<file path="src/rtl/or16_accum.sv">
// Frame accumulator: ORs COUNT consecutive 16-bit words into one result and
// offers it on a valid/ready port, with synchronous abort (clr).
module or16_accum #(
    parameter int COUNT = 4,
    parameter int CW    = 8
) (
    input  logic          clk,
    input  logic          rst_n,
    input  logic [15:0]   in_data,
    input  logic          in_valid,
    output logic          in_ready,
    input  logic          clr,
    output logic [15:0]   out_data,
    output logic          out_valid,
    input  logic          out_ready,
    output logic [CW-1:0] cnt,
    output logic          busy
);

    // Handshake contract: a word is taken on a rising edge where in_valid & in_ready,
    // and a result leaves on a rising edge where out_valid & out_ready. in_ready is
    // combinational so a held result and a new word can swap in the same cycle.

    localparam logic [CW-1:0] LAST = CW'(COUNT - 1);

    typedef enum logic [1:0] {
        IDLE  = 2'd0,
        ACCUM = 2'd1,
        HOLD  = 2'd2
    } state_t;

    state_t        state, state_next;
    logic [15:0]   acc, acc_next;
    logic [CW-1:0] cnt_next;
    logic [15:0]   out_data_next;

    logic          accept;
    logic          transfer;
    logic [15:0]   merged;

    assign out_valid = (state == HOLD);
    assign in_ready  = !out_valid | out_ready;
    assign accept    = in_valid & in_ready;
    assign transfer  = out_valid & out_ready;
    assign busy      = (cnt != '0) | out_valid;

    // The first word of a frame replaces acc rather than ORing into stale contents.
    assign merged = (cnt == '0) ? in_data : (acc | in_data);

    always_comb begin
        state_next    = state;
        acc_next      = acc;
        cnt_next      = cnt;
        out_data_next = out_data;

        if (clr) begin
            state_next = IDLE;
            acc_next   = '0;
            cnt_next   = '0;
        end else begin
            case (state)
                IDLE, ACCUM: begin
                    if (accept) begin
                        if (cnt == LAST) begin
                            out_data_next = merged;
                            acc_next      = '0;
                            cnt_next      = '0;
                            state_next    = HOLD;
                        end else begin
                            acc_next   = merged;
                            cnt_next   = cnt + CW'(1);
                            state_next = ACCUM;
                        end
                    end
                end

                HOLD: begin
                    // While holding, in_ready equals out_ready, so accept implies transfer.
                    if (transfer && accept) begin
                        if (COUNT == 1) begin
                            out_data_next = in_data;
                            state_next    = HOLD;
                        end else begin
                            acc_next   = in_data;
                            cnt_next   = CW'(1);
                            state_next = ACCUM;
                        end
                    end else if (transfer) begin
                        state_next = IDLE;
                    end
                end

                default: begin
                    state_next = IDLE;
                    acc_next   = '0;
                    cnt_next   = '0;
                end
            endcase
        end
    end

    always_ff @(posedge clk or negedge rst_n) begin
        if (!rst_n) begin
            state    <= IDLE;
            acc      <= '0;
            cnt      <= '0;
            out_data <= '0;
        end else begin
            state    <= state_next;
            acc      <= acc_next;
            cnt      <= cnt_next;
            out_data <= out_data_next;
        end
    end

endmodule

</file>
<file path="config.mk">
export PLATFORM = sky130hd
export DESIGN_NAME = or16_accum
export DESIGN_NICKNAME = d
export VERILOG_FILES = /design/src/rtl/or16_accum.sv
export SDC_FILE = /design/constraint.sdc
export NUM_CORES = 1
export LEC_CHECK = 0
export ABC_CLOCK_PERIOD_IN_PS = 2280
export BUFFER_PORTS_ARGS = -buffer_cell sky130_fd_sc_hd__buf_2
export CORE_MARGIN = 1.5
export CORE_UTILIZATION = 39
export CTS_BUF_LIST = sky130_fd_sc_hd__clkbuf_8
export DETAILED_ROUTE_END_ITERATION = 12
export GPL_TIMING_DRIVEN = 0
export SYNTH_ARGS = -nofsm -noshare
export SYNTH_HDL_FRONTEND = slang
export SYNTH_SLANG_ARGS = --single-unit
</file>
<file path="constraint.sdc">
create_clock -name clk -period 2.28 [get_ports clk]
set_input_delay 0.114 -clock clk [delete_from_list [all_inputs] [get_ports clk]]
set_output_delay 0.114 -clock clk [all_outputs]
set_load 0.02 [all_outputs]
</file>
Word level (Yosys, flattened, before mapping). Cells that the tools add are included.

Add/subtract/negate cells: 1. Eq/ne operators: 6. Mux-type cells: 17. Bitwise logic cells: 6. Reduce and logical (&&, ||, !) cells: 9.

Operators with widths (number): 16-bit two-way mux (5); 8-bit two-way mux (4); 16-bit one-hot mux with 2 select lines (1); 16-bit OR (1); 8-bit one-hot mux with 2 select lines (1); 2-bit two-way mux (5); 8-bit by 1-bit adder with 8-bit output (second input constant) (1); 8-bit by 2-bit == test with 1-bit output (second input constant) (1); 8-bit zero test (1); 8-bit nonzero test (1); 4-bit by 2-bit inequality test with 1-bit output (second input constant) (1); 2-bit one-hot mux with 2 select lines (1); 2-bit AND reduction (2); 4-bit AND reduction (1); 3-bit by 2-bit inequality test with 1-bit output (second input constant) (1); 3-bit inequality test (second input constant) (1); 1-bit bitwise AND (2); 2-bit by 1-bit == test with 1-bit output (second input constant) (1); 2-bit == test (second input constant) (1); 2-bit zero test (1); 1-bit OR (2); 2-bit OR reduction (1); 1-bit logical AND (1); 1-bit zero test (1); 1-bit NOT (1).

Register bits after elaboration: 42. Input bits: 21. Output and inout port bits: 27. Logic and storage cells: 43.

Longest topological paths before layout.
Word-level depth: 8. Gate-level depth with buffers: 7. Depth with buffers taken out: 6.

Worst setup path before layout. OpenSTA, ideal clock, no wires.

Path type: register -> output. From: register cnt[0]. To: output busy. Arrival time: 1.653 ns. Required time: 2.166 ns. Setup slack: 0.513 ns. Stages on the path, launching flop included: 8. Path through: dfrtp_1 inv_1 ha_1 clkinv_1 buf_2 clkbuf_1 nor2_1 nand2_1.

Longest elaborated chain between the ends: 2.

RTL lines: start, declared (line 16) `output logic [CW-1:0] cnt,`; start signal, assigned (line 111) `cnt <= cnt_next;`; 8-bit nonzero test (line 45) `assign busy = (cnt != '0) | out_valid;`; 1-bit OR (line 45); end, declared (line 17) `output logic busy`.

Every way passes these cells.

Final worst setup path. Same ends and word-level chain as after synthesis.

==> reports/results.txt <==
port buffer count -> 47
Clock Latency Late Sink -> 0.30 ns
first-pass GRT wire length -> 9411 um
Die Wd -> 77.87 um
met1 WL -> 2760 um
Fill cells -> 561
Num CTS Buffers -> 5
# IOs -> 48
Netlist cell types -> 32
largest net degree at the start of global routing -> 43
Mapped Cells -> 250
DP HPWL -> 3963 um
antenna violations before repair -> 0
Core Area -> 5473 um^2
Starting Density -> 0.3994
Synth top area share -> 0.4808
number of global-route vias before repair -> 1948
total power -> 2.275 mW
area of the multi-input gates -> 1025 um^2
synthesized flop and latch total -> 42
leakage -> 1.236 nW
Slew @ Worst Pin -> 0.9792 ns
CTS resizes -> 0
fin crit period -> 2.061 ns
RSZ-0062 raised after global routing -> false
max-slew violations -> 0
fin nets -> 326
Clk pin slew, worst setup/hold paths -> 0.08 ns
Fin. Hold Viols -> 42
EDFF count, synth -> 0
Detail Route met3 WL -> 269 um
failing checks -> hold timing
CP Data Required Time -> 2.17 ns
total gr overflow -> 0
syn_nets -> 273
status -> finished with violations
Max-slew headroom -> 0.3472
die area -> 6063 um^2
CP Class -> reg -> out
Util after Layout -> 0.4783
CTS tree -> yes
Startpoint Class -> register
Synth Area per Inst -> 8.743 um^2
fin crit share -> 0.9040
post-synthesis sequential area ratio -> 0.4808
Root Buffer -> clkbuf_8
DR WL/cell -> 15.01 um
Setup Buffers After CTS -> 0
max-cap violation count -> 0
top sig layer -> met4
Post-Syn Area -> 2186 um^2
met2 wire length -> 2537 um
diode count -> 0
Top FF cell, synth -> dfrtp_1
hold_buf cts -> 0
VDD IR-drop max -> 0.3263 mV
Max Fanout on Critical Path -> 19
DR pass1 iterations -> 4
Max Freq -> 485.2 MHz
row cnt -> 27
ranking of synthesized cells by area -> dfrtp_1, o21ai_0, a21oi_1, nand2_1, a32o_1
crit end category -> output pin
crit path cell chain -> inv_1 > ha_1 > clkinv_1 > buf_2 > nor2_1 > nand2_1 > buf_2
initial DRC count -> 104
# H-tree levels -> 2
DRC Markers -> 0
Worst Hold Class -> in -> async
post-synth top area cell -> dfrtp_1
clk_skew -> 0.003419 ns
Detail Route Antenna Nets -> 0
Finish-stage setup viols -> 0
Critical-path top delay cell -> dfrtp_1
clk sinks -> 42
drt via density -> 5.434
GPL Wtd Cong -> 0.7388
crit path DAT -> 1.95 ns
share of synthesized registers carrying an async set or reset -> 1.000
commonest cells in the netlist -> o21ai_0, dfrtp_1, a21oi_1
Critical Path Max Stage Delay -> 0.46 ns
Setup TNS -> 0 ns
Layout area overhead -> 19.75%
routed vias -> 2043
clk buf depth -> 2
most frequent cell on the critical path -> buf_2
ratio of cells with drive above 1 in the final layout -> 0.2237
all-layer global routing usage -> 0.1988
final wirelength -> 5642 um
power density cells -> 869.2 nW/um^2
Die Y -> 77.87 um
Hold WS -> -0.03237 ns
count leader, synth -> o21ai_0
Ys Warns -> 0
FF/Latch Area -> 1051 um^2
## worst max-delay path: cells and delay by family (launching register included)
| family | cells | cell delay, ns |
|---|---|---|
| adders and majority gates | 1 | 0.17 |
| buffers and inverters | 4 | 0.81 |
| DFF | 1 | 0.46 |
| and+or+nand+nor | 2 | 0.20 |
## power breakdown
part | switching [mW] | total, mW | internal, mW
sequential | 0.0951 | 0.992 | 0.897
combinational | 0.443 | 0.685 | 0.242
clock | 0.275 | 0.597 | 0.323
total | 0.813 | 2.28 | 1.46
## routing by layer
| layer | track usage | vias to the layer above |
|---|---|---|
| li1 | - | 1008 |
| met3 | 0.03882 | 6 |
| met1 | 0.2704 | 980 |
| met4 | 0.07455 | 0 |
| met2 | 0.3113 | 49 |
| met5 | 0 | - |
## placed cells by master, fill, tap and decap left out, types with 2 or more instances in the layout
cell type  synthesis  final
o22ai_1            2      2
or3_1              5      5
a22o_1             5      5
buf_2              7     54
a32o_1            11     11
ha_1               2      2
dfrtp_1           42     42
clkbuf_1           5      4
nand4_1            2      2
a21oi_1           34     34
buf_6              2      2
nor2_1            27     27
nand3_1            4      4
o21ai_0           44     44
buf_4              2      2
a21o_1             2      2
inv_1              4      5
nand2b_1           4      4
nand2_1           32     32
clkbuf_8           0      5
a211oi_1           2      2
## cell type report
type                            instances  share of cell area
Timing Repair Buffer                   47             0.08987
Tap cell                               72             0.03442
Buffer                                 15             0.03346
Inverter                                5            0.007170
Clock buffer                            5             0.02629
Sequential cell                        42              0.4015
Multi-Input combinational cell        187              0.3915
Clock inverter                          3             0.01577
## metrics by stage
stage	setup slack, ns	instance area [um^2]	std cells
5_1_grt	0.03649	2618	376
2_1_floorplan	0.5131	2186	250
3_3_place_gp	0.2568	2511	369
6_report	0.2189	2618	376
4_1_cts	0.1941	2618	376
3_5_place_dp	0.2425	2511	369
## sequential cells by signal, indices dropped and copies added (netlist names)
signal    count
acc          16
cnt           8
out_data     16
state         2
## path summary, 6_finish.rpt
kind | slack, ns | cells past startpoint | to | from
hold reg to reg | 0.48 | 2 | out_data[7] | out_data[7]
min in group clk | 0.05 | 2 | acc[15] | in_data[15]
setup reg to reg | 0.39 | 6 | acc[14] | cnt[1]
hold / removal | -0.03 | 1 | out_data[12] | rst_n
setup / recovery | 0.22 | 7 | busy | cnt[0]
max in group asynchronous | 1.71 | 1 | out_data[7] | rst_n
## logic make-up (layout without fill, tap and decap cells)
| kind of cell | Yosys count | after routing | share of synthesized area |
|---|---|---|---|
| flip-flops | 42 | 42 | 0.4808 |
| buffers and inverters | 21 | 75 | 0.05036 |
| adder cells (fa/ha/maj) | 2 | 2 | 0.01145 |
| AO/OA/AOI/OAI | 104 | 104 | 0.2851 |
| AND/OR/NAND/NOR | 81 | 81 | 0.1723 |
(Power assumes the default switching activity.)
